### src/rtl/alarm_pkg.sv
// Shared state encoding and default timing constants
// for the alarm tone sequencer.
package alarm_pkg;

    typedef enum logic [1:0] {
        ST_IDLE   = 2'd0,
        ST_RING   = 2'd1,
        ST_SNOOZE = 2'd2
    } state_t;

    localparam int unsigned DEF_TONE_DIV  = 25000;
    localparam int unsigned DEF_BEEP_DIV  = 25000000;
    localparam int unsigned DEF_TIMEOUT_S = 60;
    localparam int unsigned DEF_SNOOZE_S  = 300;

endpackage

### src/rtl/tone_divider.sv
// Half-period counter: q toggles every DIV enabled cycles.
// clear restarts the count and returns q to INIT.
module tone_divider #(
    parameter int unsigned DIV  = 4,
    parameter logic        INIT = 1'b0
) (
    input  logic clk,
    input  logic rst,
    input  logic clear,
    input  logic en,
    output logic q
);

    localparam int unsigned W = $clog2(DIV + 1);

    logic [W-1:0] cnt;

    always_ff @(posedge clk) begin
        if (rst || clear) begin
            cnt <= '0;
            q   <= INIT;
        end else if (en) begin
            if (cnt == W'(DIV - 1)) begin
                cnt <= '0;
                q   <= ~q;
            end else begin
                cnt <= cnt + W'(1);
            end
        end
    end

endmodule

### src/rtl/alarm_tone_sequencer.sv
// Turns the alarm-match level into a timed ring sequence with
// beep cadence, snooze, stop and auto-silence timeout.
module alarm_tone_sequencer
    import alarm_pkg::*;
#(
    parameter int unsigned TONE_DIV  = DEF_TONE_DIV,
    parameter int unsigned BEEP_DIV  = DEF_BEEP_DIV,
    parameter int unsigned TIMEOUT_S = DEF_TIMEOUT_S,
    parameter int unsigned SNOOZE_S  = DEF_SNOOZE_S
) (
    input  logic clk,
    input  logic rst,
    input  logic enable,
    input  logic alarm_in,
    input  logic snooze,
    input  logic stop,
    input  logic tick_1hz,
    output logic sound,
    output logic ringing,
    output logic snoozing,
    output logic beep_led
);

    localparam int unsigned SEC_MAX =
        (TIMEOUT_S > SNOOZE_S) ? TIMEOUT_S : SNOOZE_S;
    localparam int unsigned SW = $clog2(SEC_MAX + 1);

    state_t        state;
    state_t        state_nx;
    logic          alarm_q;
    logic          rise;
    logic          in_ring;
    logic          ring_entry;
    logic          tone_q;
    logic          beep_on;
    logic [SW-1:0] sec;

    assign rise       = alarm_in & ~alarm_q;
    assign in_ring    = (state == ST_RING);
    assign ring_entry = (state_nx == ST_RING) && !in_ring;

    always_comb begin
        state_nx = state;
        if (!enable) begin
            state_nx = ST_IDLE;
        end else begin
            unique case (state)
                ST_IDLE: begin
                    if (rise) state_nx = ST_RING;
                end
                ST_RING: begin
                    if (stop)
                        state_nx = ST_IDLE;
                    else if (snooze)
                        state_nx = ST_SNOOZE;
                    else if (tick_1hz && sec == SW'(TIMEOUT_S - 1))
                        state_nx = ST_IDLE;
                end
                ST_SNOOZE: begin
                    if (stop)
                        state_nx = ST_IDLE;
                    else if (tick_1hz && sec == SW'(SNOOZE_S - 1))
                        state_nx = ST_RING;
                end
                default: state_nx = ST_IDLE;
            endcase
        end
    end

    // Seconds restart on every state change, so entry-cycle ticks are dropped
    always_ff @(posedge clk) begin
        if (rst) begin
            state    <= ST_IDLE;
            alarm_q  <= 1'b0;
            sec      <= '0;
            sound    <= 1'b0;
            ringing  <= 1'b0;
            snoozing <= 1'b0;
            beep_led <= 1'b0;
        end else begin
            state   <= state_nx;
            alarm_q <= alarm_in;
            if (state_nx != state)
                sec <= '0;
            else if (tick_1hz && state != ST_IDLE)
                sec <= sec + SW'(1);
            sound    <= in_ring & tone_q & beep_on;
            ringing  <= in_ring;
            snoozing <= (state == ST_SNOOZE);
            beep_led <= in_ring & beep_on;
        end
    end

    tone_divider #(
        .DIV  (TONE_DIV),
        .INIT (1'b0)
    ) u_tone (
        .clk   (clk),
        .rst   (rst),
        .clear (ring_entry),
        .en    (in_ring),
        .q     (tone_q)
    );

    tone_divider #(
        .DIV  (BEEP_DIV),
        .INIT (1'b1)
    ) u_beep (
        .clk   (clk),
        .rst   (rst),
        .clear (ring_entry),
        .en    (in_ring),
        .q     (beep_on)
    );

endmodule

### config.mk
export PLATFORM = sky130hd
export DESIGN_NAME = alarm_tone_sequencer
export DESIGN_NICKNAME = d
export VERILOG_FILES = /design/src/rtl/alarm_pkg.sv /design/src/rtl/tone_divider.sv /design/src/rtl/alarm_tone_sequencer.sv
export SDC_FILE = /design/constraint.sdc
export NUM_CORES = 1
export LEC_CHECK = 0
export BUFFER_PORTS_ARGS = -buffer_cell sky130_fd_sc_hd__buf_2
export CAP_MARGIN = 20
export CORE_MARGIN = 2
export CORE_UTILIZATION = 35
export DETAILED_ROUTE_END_ITERATION = 7
export GPL_TIMING_DRIVEN = 0
export PLACE_DENSITY = 0.53
export SETUP_SLACK_MARGIN = 0.3
export SYNTH_ARGS = -nofsm -noshare
export SYNTH_HDL_FRONTEND = slang
export SYNTH_SLANG_ARGS = --single-unit
### constraint.sdc
create_clock -name clk -period 1.85 [get_ports clk]
set_input_delay 0.0925 -clock clk [delete_from_list [all_inputs] [get_ports clk]]
set_output_delay 0.0925 -clock clk [all_outputs]
set_load 0.01 [all_outputs]
==> run metrics <==
status finished, final reports clean; Crit path arrival time 2.11 ns; RePlAce Congestion 0.7904; mux contribution to synthesized area 0.003682; Logic pwr share 0.059; die width 92.14 microns; Crit Path Class register to register; DRT antenna net count 0; CP max stage delay 0.55 ns; Layout Nets 349; Core Util, Final 0.4650; vias in the first global route between 2k and 2.5k; Synth Area in XOR/XNOR 0.1482; synthesized area per cell 9.033 sq um; CTS Buf Count 9; post-synthesis adder-cell area fraction 0.01381; pre-CTS setup slack -0.1794 ns; CORE AREA 0.007607 sq mm; RSZ-0062 raised after global routing yes; Mapped Area 0.002719 sq mm; main combinational cell family by area after synthesis simple AND/OR/NAND/NOR gates; htree depth 3; Seq cells post-synth 58; Worst Clk Skew 0.009334 ns; Final Instance Area 0.003537 sq mm; final hold vios 0; # IOs 11; Area growth, synth to finish 30.10%; Detailed Place HPWL 3915 microns; filler instances between 700 and 800; Worst-Margin Slew 0.6018 ns; multi-input logic area 0.001739 sq mm; worst-path maximum fanout 10; switch share 0.2352; Setup crit start kind register; syn nets 311; max-slew violations 0; grt total ovfl 0; final worst slack 0.0003886 ns; vias per std cell 4.959; Distinct cells, synth 42; Total Routing Usage GR 0.1503; peak supply drop 0.2831 mV; ant diodes 0; first-pass GRT wire length roughly 10000 microns; CTS max path bufs 2; FF/Latch Area 0.001180 sq mm; Die Ht 92.14 microns; DR pass1 iterations 4; Main synth FF type dfxtp_1; Final min period ~1.8 ns; Cell Area, Placed 0.002937 sq mm; Die ar. 0.008489 sq mm; Initial Util 0.3574; post-synthesis compound-gate area fraction 0.04234; max-cap violation count 0; placed insts 413; Static Leak 1.219 nW; fin cells 444; Hold/Removal Path Class primary input to register; commonest non-fill, non-tap cell in the layout dfxtp_1; starting DRC count in detailed routing 77; Final setup viols 0; fraction of registers with async set or reset after synthesis 0; EDFF count, synth 0; Cells after Synth 301; Fmax 540.7 MHz; Critical Path RT 2.12 ns; slowest CP cell or4b_4; Clk pwr share 0.411; fin crit share 0.9998; fraction of power consumed by sequential logic 0.530; share of cells above drive strength 1 0.3070; PortBufs 10; CTS clk-pin slew, worst paths 0.06 ns; DRT Wirelength 5902 microns; Yosys warnings 0; relative slew slack 0.5946; PwrDens 670.8 mW/mm^2; P_int 1.815 mW; most frequent cells in the layout dfxtp_1, nor2_1, xnor2_1; Site Rows 32; Worst setup EP type register; NetSw ~0.56 mW; Synth Area in Simple Gates 0.3295; Setup TNS Final 0 ns; largest net degree at the start of global routing 11; crit path cell chain or4b_4 -> o31ai_4 -> a31o_4 -> o21bai_4 -> buf_6 -> nor3_1; CTS sink count 58; sequential share of the synthesized area 0.4271; TritonCTS clock tree built; Root Driver clkbuf_8; WL per Instance 13.29 microns; worst skew pair latency approximately 0.34 ns; Vias 2202; initial antenna violation count 0; DRC 0
==> worst paths after layout <==
path,from,to,slack (ns),cells past startpoint
min,snooze,state[1]$_SDFF_PP0_,0.13,3
max reg2reg,sec[2]$_SDFFE_PP0P_,sec[5]$_SDFFE_PP0P_,0.0004,6
min reg2reg,u_tone.cnt[1]$_SDFFE_PP0P_,u_tone.cnt[1]$_SDFFE_PP0P_,0.49,2
max,sec[2]$_SDFFE_PP0P_,sec[5]$_SDFFE_PP0P_,0.0004,6
==> layout make-up <==
cell class / instances / area share
timing repair buffer: 27 / 0.05447
multi-input combinational: 225 / 0.4917
buffer: 11 / 0.03184
sequential: 58 / 0.3336
clock buffer: 11 / 0.03997
tap: 102 / 0.03608
inverter: 7 / 0.007428
clock inverter: 3 / 0.004952
==> flip-flops by register name (all words and copies together), names as in the netlist <==
signal and count:
u_beep.cnt 25, u_tone.cnt 15, sec 9, state 2
alarm_q 1, beep_led 1, ringing 1, snoozing 1
sound 1, u_beep.q 1, u_tone.q 1
==> layer usage <==
metal | share of wire | global-route usage | routed length (microns) | vias up
met3 | 0.032 | 0.05259 | 189 | 9
met2 | 0.47 | 0.2445 | 2801 | 17
met5 | 0 | 0 | 0 | -
li1 | - | - | - | 1139
met4 | 0.015 | 0.05597 | 91 | 0
met1 | 0.48 | 0.1831 | 2820 | 1037
==> worst max-delay path, delay by kind of cell, from the launching register on <==
| kind | cells | cell delay (ns) |
|---|---|---|
| AND/OR/NAND/NOR | 2 | 0.73 |
| AO/OA/AOI/OAI | 3 | 0.51 |
| flip-flops | 1 | 0.36 |
| buffers and inverters | 1 | 0.18 |
==> repair_timing <==
action | CTS | global route
cloned | 1 | 0
resized for setup | 46 | 29
setup buffers | 7 | 6
endpoints found under the setup margin | 52 | 52
pin swaps | 10 | 3
hold buffers | 3 | 0
hold endpoints to repair | 2 | 0
==> cells in the mapped netlist, types with 5 or more instances <==
cell | count | area (sq um)
buf_2 | 5 | 25.02
xnor2_1 | 25 | 219.0
nand3_1 | 11 | 55.05
and3_1 | 8 | 50.05
inv_1 | 7 | 26.28
dfxtp_1 | 58 | 1161
nand2_1 | 22 | 82.58
nand4_1 | 14 | 87.58
a21oi_1 | 5 | 25.02
nor2_1 | 30 | 112.6
nor3_1 | 36 | 180.2
xor2_1 | 21 | 183.9
nor4b_1 | 5 | 43.79
==> metrics by stage <==
stage               power (mW)  hold WS (ns)
floorplan                1.352        0.1641
global placement         1.385        0.3208
detailed placement       1.386        0.3461
CTS                      2.401        0.1089
global route             2.478        0.1287
finish                   2.373        0.1257
==> cells by family after synthesis <==
logic type,count (synthesis)
compound gates,15
xor+xnor,46
fa+ha+maj,3
buf+inv,18
flops,58
mux,1
simple gates,160
==> power by group through the flow <==
stage               Sequential [mW]  Combinational (mW)  Clock, mW
CTS                            1.26               0.131       1.01
detailed placement             1.29              0.0993          0
global placement               1.29              0.0986          0
global route                   1.26               0.152       1.07
floorplan                      1.29              0.0657          0
finish                         1.26               0.140      0.976
(Power assumes the default switching activity.)
